<file path="src/rtl/cordic_pkg.sv">
// Shared constants for the CORDIC micro-rotation stages: default widths,
// the per-stage atan(2^-i) increments scaled by 2^14, and the CORDIC gain
// compensation constant used to pre-scale the x input of a rotation chain.
package cordic_pkg;

    localparam int DEF_VALUE_WIDTH   = 14;
    localparam int DEF_ADDRESS_WIDTH = 14;
    localparam int NUM_STAGES        = 13;

    // atan(2^-i) * 2^14 for stage i = 0..12
    localparam logic [DEF_ADDRESS_WIDTH-1:0] ATAN_TABLE [NUM_STAGES] = '{
        14'h3243, 14'h1DAC, 14'h0FAD, 14'h07F5, 14'h03FE, 14'h01FF, 14'h00FF,
        14'h007F, 14'h003F, 14'h001F, 14'h000F, 14'h0007, 14'h0003
    };

    // 0.6073 * 2^14, the inverse of the accumulated chain gain
    localparam logic [DEF_VALUE_WIDTH-1:0] CORDIC_GAIN = 14'h26DD;

endpackage

</file>
<file path="src/rtl/cordic_addsub.sv">
// Two's complement add/subtract of equal-width operands. With SAT set the
// result clamps to the most positive / most negative value on signed
// overflow; otherwise it wraps modulo 2^WIDTH.
module cordic_addsub #(
    parameter int WIDTH = 15,
    parameter bit SAT   = 1'b0
) (
    input  logic [WIDTH-1:0] a,
    input  logic [WIDTH-1:0] b,
    input  logic             sub,
    output logic [WIDTH-1:0] res
);
    logic [WIDTH:0] a_ext;
    logic [WIDTH:0] b_ext;
    logic [WIDTH:0] sum;
    logic           ovf;

    // One guard bit exposes signed overflow as a mismatch of the top two bits
    always_comb begin
        a_ext = {a[WIDTH-1], a};
        b_ext = {b[WIDTH-1], b};
        sum   = sub ? (a_ext - b_ext) : (a_ext + b_ext);
        ovf   = sum[WIDTH] ^ sum[WIDTH-1];
        res   = sum[WIDTH-1:0];
        if (SAT && ovf) begin
            res = sum[WIDTH] ? {1'b1, {(WIDTH-1){1'b0}}} : {1'b0, {(WIDTH-1){1'b1}}};
        end
    end
endmodule

</file>
<file path="src/rtl/cordic_element.sv">
// One pipelined rotation-mode CORDIC micro-rotation stage.
// The sign of the incoming residual angle picks the rotation direction
// (z >= 0 rotates positive); the stage shifts by ORDER and steps the angle
// by e_k. Outputs are registered, one cycle of latency, no enable.
// Build option: define CORDIC_ELEMENT_SAT_EN to saturate x/y on overflow
// instead of wrapping; z always wraps.
module cordic_element
    import cordic_pkg::*;
#(
    parameter int                     VALUE_WIDTH   = DEF_VALUE_WIDTH,
    parameter int                     ADDRESS_WIDTH = DEF_ADDRESS_WIDTH,
    parameter logic [ADDRESS_WIDTH-1:0] e_k         = 14'h3243,
    parameter int                     ORDER         = 0
) (
    input  logic                   CLK,
    input  logic                   RESET_n,
    input  logic [VALUE_WIDTH:0]   x_k,
    input  logic [VALUE_WIDTH:0]   y_k,
    input  logic [ADDRESS_WIDTH:0] z_k,
    output logic [VALUE_WIDTH:0]   x_k1,
    output logic [VALUE_WIDTH:0]   y_k1,
    output logic [ADDRESS_WIDTH:0] z_k1
);
    localparam int XW = VALUE_WIDTH + 1;
    localparam int ZW = ADDRESS_WIDTH + 1;

`ifdef CORDIC_ELEMENT_SAT_EN
    localparam bit SAT_XY = 1'b1;
`else
    localparam bit SAT_XY = 1'b0;
`endif

    logic          d_neg;
    logic [XW-1:0] x_sh;
    logic [XW-1:0] y_sh;
    logic [XW-1:0] x_nxt;
    logic [XW-1:0] y_nxt;
    logic [ZW-1:0] z_nxt;

    assign d_neg = z_k[ZW-1];
    assign x_sh  = $signed(x_k) >>> ORDER;
    assign y_sh  = $signed(y_k) >>> ORDER;

    // d = +1: x - y', y + x', z - e ; d = -1: the opposite signs
    cordic_addsub #(.WIDTH(XW), .SAT(SAT_XY)) u_add_x (
        .a   (x_k),
        .b   (y_sh),
        .sub (~d_neg),
        .res (x_nxt)
    );

    cordic_addsub #(.WIDTH(XW), .SAT(SAT_XY)) u_add_y (
        .a   (y_k),
        .b   (x_sh),
        .sub (d_neg),
        .res (y_nxt)
    );

    cordic_addsub #(.WIDTH(ZW), .SAT(1'b0)) u_add_z (
        .a   (z_k),
        .b   ({1'b0, e_k}),
        .sub (~d_neg),
        .res (z_nxt)
    );

    // Pipeline register; reset clears the outputs without waiting for CLK
    always_ff @(posedge CLK or negedge RESET_n) begin
        if (!RESET_n) begin
            x_k1 <= '0;
            y_k1 <= '0;
            z_k1 <= '0;
        end else begin
            x_k1 <= x_nxt;
            y_k1 <= y_nxt;
            z_k1 <= z_nxt;
        end
    end
endmodule

</file>
<file path="config.mk">
export PLATFORM = sky130hd
export DESIGN_NAME = cordic_element
export DESIGN_NICKNAME = d
export VERILOG_FILES = /design/src/rtl/cordic_pkg.sv /design/src/rtl/cordic_addsub.sv /design/src/rtl/cordic_element.sv
export SDC_FILE = /design/constraint.sdc
export NUM_CORES = 1
export LEC_CHECK = 0
export BUFFER_PORTS_ARGS = -buffer_cell sky130_fd_sc_hd__clkbuf_2
export CAP_MARGIN = 20
export CORE_MARGIN = 3
export CORE_UTILIZATION = 35
export DETAILED_ROUTE_END_ITERATION = 10
export HOLD_SLACK_MARGIN = 0.15
export PLACE_DENSITY_LB_ADDON = 0.1
export SLEW_MARGIN = 0
export SYNTH_ARGS = -nofsm -noshare
export SYNTH_HDL_FRONTEND = slang
export SYNTH_HIERARCHICAL = 1
export SYNTH_SLANG_ARGS = --single-unit
</file>
<file path="constraint.sdc">
create_clock -name CLK -period 0.8 [get_ports CLK]
set_input_delay 0.08 -clock CLK [delete_from_list [all_inputs] [get_ports CLK]]
set_output_delay 0.08 -clock CLK [all_outputs]
set_load 0.05 [all_outputs]
</file>
==> results of run 1 <==
[synthesized netlist by cell type]
library cell,instances,share of area (%)
xnor2_2,1,0.42
o21a_1,10,1.9
o21bai_1,5,0.96
nand2_1,16,1.5
nor3_2,1,0.26
o21ai_0,27,3.4
a31oi_1,8,1.3
o2111a_1,1,0.29
nor3_1,7,0.89
o31ai_1,3,0.57
xor2_1,14,3.1
o211ai_1,1,0.19
and4_1,2,0.45
a41oi_1,3,0.67
a221o_1,2,0.51
nor4b_4,1,0.61
and3b_1,2,0.45
nand3_1,4,0.51
conb_1,2,0.19
nor2b_1,3,0.48
a21oi_1,54,6.9
o31a_1,6,1.3
xnor2_1,58,13
clkbuf_1,3,0.29
or4_1,2,0.38
or4_4,1,0.29
nor4_4,1,0.54
ha_1,45,14
a21oi_2,2,0.45
nor2_1,42,4.0
or2_2,1,0.16
and3_1,2,0.32
nor4_2,2,0.64
a211oi_1,5,0.96
a21o_1,11,2.1
inv_1,28,2.7
nor3b_1,4,0.77
or2b_2,1,0.22
dfrtp_1,45,29
a22o_1,1,0.22
mux2i_1,3,0.77
nor4_1,4,0.64
fa_1,3,1.5
[layout make-up]
| class | count | area [um2] | share of cell area, % |
|---|---|---|---|
| clock buffer | 6 | 82.6 | 1.10 |
| clock inverter | 2 | 17.5 | 0.233 |
| inverter | 28 | 131 | 1.75 |
| multi-input combinational | 406 | 3540 | 47.1 |
| sequential | 45 | 1130 | 15.0 |
| tap | 140 | 175 | 2.33 |
| timing repair buffer | 263 | 2450 | 32.6 |
[cells by family after synthesis]
| kind of cell | Yosys count | share of synthesized area [%] |
|---|---|---|
| and+or+nand+nor | 96 | 13.2 |
| buffers and inverters | 31 | 2.97 |
| adders and majority gates | 48 | 15.9 |
| DFF | 45 | 28.7 |
| AOI/OAI and AO/OA | 139 | 21.8 |
| xor gates and xnor gates | 73 | 16.5 |
| other | 2 | 0.192 |
| muxes | 3 | 0.766 |
[stage by stage]
stage	util, %	instance area (um2)
after floorplan	-	4360
after global placement	55.5	6040
after detailed placement	55.5	6040
after CTS	64.5	7030
after global routing	69.0	7510
final	69.0	7510
[layer usage]
layer	wire [um]	track usage, %	vias up
li1	-	-	2141
met1	5460	24.8	2006
met3	427	3.21	7
met4	112	3.89	0
met2	6350	32.1	79
met5	0	0	-
[flip-flops by register name, indices dropped and copies added (netlist names)]
register  flops
z_k1         15
y_k1         15
x_k1         15
[critical path, stage by stage]
cell      delay, ns
buf_6          0.09
or4_4          0.57
nor3_4         0.15
nor4b_4        0.25
buf_4          0.17
a21oi_4        0.05
xnor2_2        0.14
ha_1           0.36
buf_4          0.16
a21o_1         0.15
a22o_1         0.22
a211oi_2       0.15
[power by group through the flow]
stage,Clock [W],Combinational [W],Sequential [W]
CTS,0.00169,0.00921,0.00326
global placement,0,0.00755,0.00319
global route,0.00176,0.0107,0.00347
finish,0.00158,0.0101,0.00341
detailed placement,0,0.00758,0.00320
floorplan,0,0.00261,0.00564
[how the worst min path moves through the flow]
stage / cells after the start / from / endpoint / slack, ns
floorplan: 0 / RESET_n / x_k1[0]$_DFF_PN0_ / -0.22
finish: 2 / z_k[1] / z_k1[1]$_DFF_PN0_ / 0.11
global route: 2 / z_k[1] / z_k1[1]$_DFF_PN0_ / 0.10
detailed placement: 1 / RESET_n / y_k1[10]$_DFF_PN0_ / -0.02
global placement: 1 / RESET_n / y_k1[10]$_DFF_PN0_ / -0.02
CTS: 3 / z_k[13] / z_k1[13]$_DFF_PN0_ / 0.09
[timing repair]
item / CTS / global route
gates cloned: 0 / 0
hold endpoints to repair: 47 / 2
resized for setup: 167 / 116
pin swaps: 72 / 62
endpoints found under the setup margin: 87 / 87
setup buffers: 23 / 21
[cell usage in the layout (no fill, tap or decap), drive strengths merged, types with 4 or more instances in the layout]
master  instances
nor3            8
nand2          16
xnor2          59
clkbuf         54
a211oi          5
o21a           10
buf           214
a21o           11
o21bai          5
o31a            6
nand3           4
ha             45
a31oi           8
nor4            7
xor2           14
a21oi          56
nor3b           4
o21ai          27
conb           47
inv            28
dfrtp          45
nor2           42
==> impl_metrics.toml, run 1 <==
[global_routing]
grt_max_degree = 23
grt_overflow = 0
grt_pass1_wl_um = 19300
grt_antenna_before_repair = 0
grt_pass1_vias = 4179
grt.total_usage_pct = 18.7

[clock_network]
path_clk_slew_ns = 0.10
cts_sinks = 45
cts_hold_buf = 1
cts_tree = "done"
cts_max_level = 2
root_buffer = "clkbuf_8"
clockBufferDepth = 2
cts_buffers = 5

[setup_path]
crit_required_ns = 1.02
crit_arrival_ns = 2.54
cp-start-kind = "input port"
worstSetupPathType = "input port to flip-flop"
endpoint = "x_k1[12]$_DFF_PN0_"
startpoint = "y_k[4]"
end_kind = "flip-flop"
cp_max_fo = 4

[finish]
num_antenna_cells = 0
stdcell_count = 890
drive_gt1_share_pct = 52.4
layout.nets = 844
syn_to_final_growth_pct = 91.7
final.fill_count = 883

[timing]
setup_ws_ns = -1.52
fin_crit_sh_pct = 290
hold_viol = 0
grt_setup_unrepaired = "yes"
layout_min_cycle_time_ns = 2.32
setup_violations = 87
hold_slack_ns = 0.112
fmax_mhz = 431
finalSetupTns_ns = -47.81
slew_viol_final = 0

[placed_design]
dp_hpwl_um = 9040
dp_cells = 849
dp_slack_ns = -1.87
gp_congestion = 0.836
io_buffer_count = 91

[power_and_ir_drop]
power_w = 0.0151
cellPowerDensity_nw_per_um2 = 2010
p_seq_share_pct = 22.6
p_leak_nw = 3.52
power.net_switching_w = 0.00664
p_sw_share_pct = 44.0
combPwrFrac_pct = 66.9
peakVddDrop_mv = 1.53
p_int_w = 0.00845
power_frac_clock_pct = 10.5

[status]
status = "finished with violations"
violations = "negative setup slack"

[die]
rows = 38
core_um2 = 10900
die_h_um = 112
ios = 92
start_util_pct = 36.0
dieWidth_um = 112
dieArea_um2 = 12500

[routing]
routed_wl_um = 12400
firstDrtPassIters = 4
vias_per_cell = 4.76
drt-wirelength-per-cell_um = 13.9
ant_nets = 0
drtIter0Drc = 100
vias = 4233
drc_errors = 0

[synthesis]
yosysWarnings = 6
ys_seq_area_share_pct = 28.7
synth_area_um2 = 3920
avgSynthCellArea_um2 = 8.97
syn_inst = 437
ys_seq_elements = 45
synth.distinct_cells = 43

[hold_path]
hp-class = "input port to flip-flop"

[run]
maxCapViolCount = 0
Power figures use the tool's default switching activity.
==> inputs of run 2 (changes only) <==
==> constraint.sdc (replaced) <==
create_clock -name CLK -period 1.99 [get_ports CLK]
set_input_delay 0.199 -clock CLK [delete_from_list [all_inputs] [get_ports CLK]]
set_output_delay 0.199 -clock CLK [all_outputs]
set_load 0.05 [all_outputs]
==> run 2 against run 1 <==
Compared with the run above: clock power down 61%; utilization down 8.8 points; final cell count down 1.7%; the flow still finishes with violations (negative setup slack); routed wire length down 9.9%; hold slack better by 0.099 ns; setup slack better by 1.1 ns; first-iteration DRC count up 12%; highest routed layer unchanged; non-clock buffer count down 14; count of clock-buffer cells in the layout down 1; design area down 13%; largest cell class unchanged.
==> impl_metrics.toml, run 2 (synthesized netlist as in run 1, its figures left out) <==
[status]
status = "finished with violations"
violations = "negative setup slack"

[global_routing]
grt_max_degree = 46
grt.busiest_layer = "met2"
grt_overflow = 0
grt_pass1_wl_um = 19000
grt_antenna_before_repair = 0
grt_util_met3_pct = 4.08
use_met2_pct = 29.7
grt_pass1_vias = 4223
grt.total_usage_pct = 18.4
met1_usage_pct = 24.6

[finish]
seqCellArea_um2 = 1130
layout.nets = 830
multi_input_area_um2 = 3320
final.fill_count = 974
final_cell_area_um2 = 6560
final_common_cell = "buf_4"
num_antenna_cells = 0
syn_to_final_growth_pct = 67.2
final_cell_mix = "buf_4, clkbuf_2, xnor2_1"
drive_gt1_share_pct = 47.2
reg_top3 = "x_k1: 15 flops, y_k1: 15 flops, z_k1: 15 flops"

[routing]
routed_wl_um = 11100
drc_errors = 0
firstDrtPassIters = 4
vias = 4112
ant_nets = 0
drt-wirelength-per-cell_um = 12.7
drtIter0Drc = 112
vias_per_cell = 4.70

[setup_path]
crit_arrival_ns = 2.67
max_stage_delay_ns = 0.56
crit_family = "simple AND/OR/NAND/NOR gates"
worstSetupPathType = "input port to flip-flop"
end_kind = "flip-flop"
cp-start-kind = "input port"
cp_max_fo = 5
path_cells = "buf_6, or4_4, buf_6, nor4_4, a21oi_2, xnor2_1, ha_1, inv_1, o21bai_1, a21o_1, a22o_1, a211oi_2"
critPathMostFrequentCell = "buf_6"
crit_buf_inv = 3
crit_required_ns = 2.23
crit_path_top_delay_cell = "or4_4"

[run]
maxCapViolCount = 0

[timing]
slew_headroom_pct = 60.8
setup_violations = 18
layout_min_cycle_time_ns = 2.43
worst_pin_slew_ns = 0.587
hold_slack_ns = 0.211
fmax_mhz = 411
setup_ws_ns = -0.443
grt_setup_unrepaired = "yes"
fin_crit_sh_pct = 122
slew_viol_final = 0
hold_viol = 0

[power_and_ir_drop]
peakVddDrop_mv = 0.485
p_sw_share_pct = 47.9
combPwrFrac_pct = 63.9
power.net_switching_w = 0.00247
p_seq_share_pct = 24.3
cellPowerDensity_nw_per_um2 = 786
power_frac_clock_pct = 11.8
p_int_w = 0.00269
p_leak_nw = 3.19

[placed_design]
dp_slack_ns = -0.759
gp_congestion = 0.803
place_area_um2 = 5850
io_buffer_count = 91
dp_hpwl_um = 8610

[hold_path]
hold_depth = 3
hp-class = "input port to flip-flop"
hold_start = "z_k[13]"
holdPathEnd = "z_k1[13]$_DFF_PN0_"

[die]
core_um2 = 10900
rows = 38
dieWidth_um = 112
start_util_pct = 36.0
dieArea_um2 = 12500
ios = 92
die_h_um = 112

[clock_network]
clockBufferDepth = 2
cts_buffers = 5
path_clk_slew_ns = 0.09
cts_max_level = 2
cts_sinks = 45
cts_tree = "done"
root_buffer = "clkbuf_8"
==> run 2: changes by cell type in the layout (fill, tap and decap cells not counted), sizes merged <==
cell / delta
inv: -1
clkinvlp: +1
buf: -53
clkbuf: +38
==> run 2: worst min-delay path, stage by stage <==
cell      delay [ns]
clkbuf_2        0.08
ha_1            0.16
xor2_1          0.07
==> run 2: worst max path at each step <==
stage | startpoint | slack [ns] | to | cells past startpoint
2_1_floorplan | y_k[4] | -0.56 | x_k1[12]$_DFF_PN0_ | 11
3_3_place_gp | y_k[4] | -0.68 | x_k1[12]$_DFF_PN0_ | 12
3_5_place_dp | y_k[4] | -0.76 | x_k1[12]$_DFF_PN0_ | 12
4_1_cts | y_k[4] | -0.35 | x_k1[12]$_DFF_PN0_ | 12
5_1_grt | y_k[3] | -0.56 | x_k1[12]$_DFF_PN0_ | 12
6_report | y_k[3] | -0.44 | x_k1[12]$_DFF_PN0_ | 12
==> run 2: power groups by stage <==
stage | Clock [W] | Combinational (W) | Sequential (W)
6_report | 0.000609 | 0.00330 | 0.00125
3_3_place_gp | 0 | 0.00297 | 0.00127
4_1_cts | 0.000639 | 0.00315 | 0.00126
5_1_grt | 0.000678 | 0.00354 | 0.00128
3_5_place_dp | 0 | 0.00298 | 0.00127
2_1_floorplan | 0 | 0.00100 | 0.00227
==> run 2: final cells by class <==
class,instances,area share [%]
clock buffers,5,1.05
clock inverters,2,0.248
inverters,28,1.85
multi-input cells,406,50.6
flip-flops and latches,45,17.2
well taps,140,2.67
repair buffers,249,26.4
==> run 2: what timing repair did <==
item / in CTS / in global routing
resized for setup: 45 / 64
hold buffers: 1 / 0
endpoints found under the hold margin: 45 / 0
pin swaps: 45 / 58
setup buffers: 18 / 14
setup endpoints to repair: 23 / 29
==> run 2: layer usage <==
layer | up-vias | part of all wire [%]
met2 | 81 | 48
li1 | 2109 | -
met4 | 0 | 1.6
met1 | 1906 | 46
met3 | 16 | 4.5
met5 | - | 0
==> run 2: per-stage QoR <==
stage               power, W  cells  setup TNS [ns]  utilization [%]
global placement     0.00423    842          -14.37             53.7
floorplan            0.00327    482           -4.98                -
finish               0.00516    875           -4.33             60.2
global route         0.00549    875           -6.07             60.2
CTS                  0.00505    867           -4.49             57.5
detailed placement   0.00426    842          -15.30             53.7
==> inputs of run 3 (changes only) <==
--- a/config.mk
+++ b/config.mk
@@ -7,7 +7,7 @@
 export LEC_CHECK = 0
 export BUFFER_PORTS_ARGS = -buffer_cell sky130_fd_sc_hd__clkbuf_2
 export CAP_MARGIN = 20
-export CORE_MARGIN = 3
+export CORE_MARGIN = 2
 export CORE_UTILIZATION = 35
 export DETAILED_ROUTE_END_ITERATION = 10
 export HOLD_SLACK_MARGIN = 0.15
@@ -15,5 +15,4 @@
 export SLEW_MARGIN = 0
 export SYNTH_ARGS = -nofsm -noshare
 export SYNTH_HDL_FRONTEND = slang
-export SYNTH_HIERARCHICAL = 1
 export SYNTH_SLANG_ARGS = --single-unit
==> run 3 against run 2 <==
Compared with the run above: the flow now finishes without violations; clock power up 23%; hold slack worse by 0.047 ns; fmax up 27%; synthesized cell count grew 2.3%.
==> impl_metrics.toml, run 3 <==
[status]
status = "completed"

[finish]
final.fill_count = 1030
reg_top3 = "x_k1: 15 flops, z_k1: 15 flops, y_k1: 14 flops"
layout.nets = 744
final_cell_mix = "buf_4, clkbuf_2, ha_1"
num_antenna_cells = 0
syn_to_final_growth_pct = 45.7
final_common_cell = "buf_4"
drive_gt1_share_pct = 40.1

[die]
dieWidth_um = 110
ios = 92
rows = 38
die_h_um = 110
dieArea_um2 = 12100
start_util_pct = 36.1
core_um2 = 10900

[power_and_ir_drop]
combPwrFrac_pct = 53.9
p_sw_share_pct = 43.9
p_leak_nw = 2.85
peakVddDrop_mv = 0.450
power.net_switching_w = 0.00179
p_seq_share_pct = 27.8
p_int_w = 0.00229
power_w = 0.00407
power_frac_clock_pct = 18.4
cellPowerDensity_nw_per_um2 = 711

[synthesis]
syn_inst = 447
synth_area_um2 = 3930
synthSimpleGateAreaFrac_pct = 13.6
synth_xor_area_share_pct = 7.57
synth_adder_area_share_pct = 20.5
syn_nets = 556
synthArstFlopShare_pct = 100
synth-edff-count = 0
yosysMostFrequentCell = "ha_1"
yosysWarnings = 0
synth_common_cells = "ha_1, dfrtp_1, inv_1, nor2_1, a21oi_1"
yosysTopAreaCell = "dfrtp_1"
synth_top_family_by_area = "compound AO/OA/AOI/OAI gates"
ys.flop_type = "dfrtp_1"
ys_seq_elements = 44
synth.distinct_cells = 66
synthTopCellsByArea = "dfrtp_1, ha_1, xnor2_1"
synth.top_cell.area_share_pct = 28.0
avgSynthCellArea_um2 = 8.80
ys_seq_area_share_pct = 28.0
synth_mux_area_share_pct = 2.20
synth_compound_area_share_pct = 22.1

[clock_network]
cts_tree = "done"
cts_max_level = 2
clockBufferDepth = 2
cts_buffers = 5
cts_sinks = 44
root_buffer = "clkbuf_8"
path_clk_slew_ns = 0.08

[setup_path]
path_cells = "buf_8, inv_4, buf_6, fa_2, o21bai_4, a31oi_4, a31oi_4, o21ai_2, o311a_1, a311oi_2, xor2_1"
startpoint = "x_k[1]"
crit_arrival_ns = 2.15
cp_max_fo = 3
worstSetupPathType = "input port to flip-flop"
crit_buf_inv = 3
end_kind = "flip-flop"
critPathMostFrequentCell = "a31oi_4"
crit_path_top_delay_cell = "fa_2"
crit_family = "compound AO/OA/AOI/OAI gates"
cp-start-kind = "input port"
max_stage_delay_ns = 0.42
crit_required_ns = 2.22

[timing]
fin_crit_sh_pct = 96.4
grt_setup_unrepaired = "yes"
hold_viol = 0
slew_viol_final = 0
setup_violations = 0
finalSetupTns_ns = 0
slew_headroom_pct = 62.2
layout_min_cycle_time_ns = 1.92
worst_pin_slew_ns = 0.567
hold_slack_ns = 0.164
fmax_mhz = 521

[routing]
drtIter0Drc = 242
routed_wl_um = 11200
ant_nets = 0
drc_errors = 0
vias_per_cell = 4.92
firstDrtPassIters = 4
drt-wirelength-per-cell_um = 14.4
vias = 3815

[global_routing]
grt.total_usage_pct = 18.9
grt_pass1_wl_um = 18100
grt_overflow = 0
grt_pass1_vias = 3842
grt_antenna_before_repair = 0
grt_max_degree = 45

[hold_path]
hp-class = "input port to flip-flop"
hold_depth = 3
holdPathEnd = "x_k1[0]$_DFF_PN0_"
hold_start = "y_k[0]"

[run]
maxCapViolCount = 0

[placed_design]
gp_congestion = 0.912
io_buffer_count = 91
dp_hpwl_um = 8920
[run 3: worst min-delay path, delay by kind of cell]
family | cells | cell delay [ns]
adders and majority gates | 1 | 0.11
buffers and inverters | 2 | 0.11
[run 3: cell families after synthesis]
group / after synthesis
buffers and inverters: 61
XOR/XNOR: 34
AND/OR/NAND/NOR: 108
multiplexers: 8
flip-flops: 44
AO/OA/AOI/OAI: 130
adder cells (fa/ha/maj): 62
[run 3: worst max-delay path by stage]
stage	endpoint	slack (ns)	cells after the start
floorplan	z_k1[13]$_DFF_PN0_	-0.05	10
global placement	z_k1[12]$_DFF_PN0_	-0.47	11
detailed placement	z_k1[12]$_DFF_PN0_	-0.51	11
CTS	x_k1[14]$_DFF_PN0_	-0.02	11
global route	z_k1[12]$_DFF_PN0_	-0.03	10
finish	x_k1[14]$_DFF_PN0_	0.07	11
[run 3: power groups by stage]
stage                     sequential, W  combinational [W]  clock, W
final                           0.00113            0.00219  0.000748
after CTS                       0.00113            0.00212  0.000781
after global routing            0.00115            0.00236  0.000815
after floorplan                 0.00183           0.000702         0
after global placement          0.00115            0.00207         0
after detailed placement        0.00115            0.00208         0
[run 3: area by class of cell]
type / count / area, um2 / share of cell area (%)
flip-flops and latches: 44 / 1100 / 19.2
well taps: 140 / 175 / 3.06
clock inverters: 1 / 30.0 / 0.524
inverters: 45 / 174 / 3.04
clock buffers: 7 / 96.3 / 1.68
repair buffers: 197 / 1290 / 22.5
multi-input cells: 342 / 2860 / 50.0
[run 3: per-stage QoR]
step	cells	util (%)	setup WS, ns	cell area, um2
after global routing	776	52.6	-0.0324	5730
after floorplan	447	-	-0.0488	3970
after CTS	774	50.7	-0.0165	5520
final	776	52.6	0.0720	5730
after global placement	765	48.6	-0.467	5300
after detailed placement	765	48.6	-0.509	5300
[run 3: layer usage]
layer / track usage [%] / vias to the layer above / wire (um)
met5: 0 / - / 0
met4: 5.97 / 0 / 187
met3: 2.12 / 15 / 545
met2: 31.5 / 101 / 5230
met1: 25.6 / 1768 / 5200
li1: - / 1931 / -
[run 3: repair_timing]
item / CTS / global route
hold buffers: 1 / 0
gates resized for setup: 17 / 39
pin swaps: 8 / 14
endpoints found under the setup margin: 8 / 13
endpoints found under the hold margin: 44 / 0
setup buffers: 0 / 2
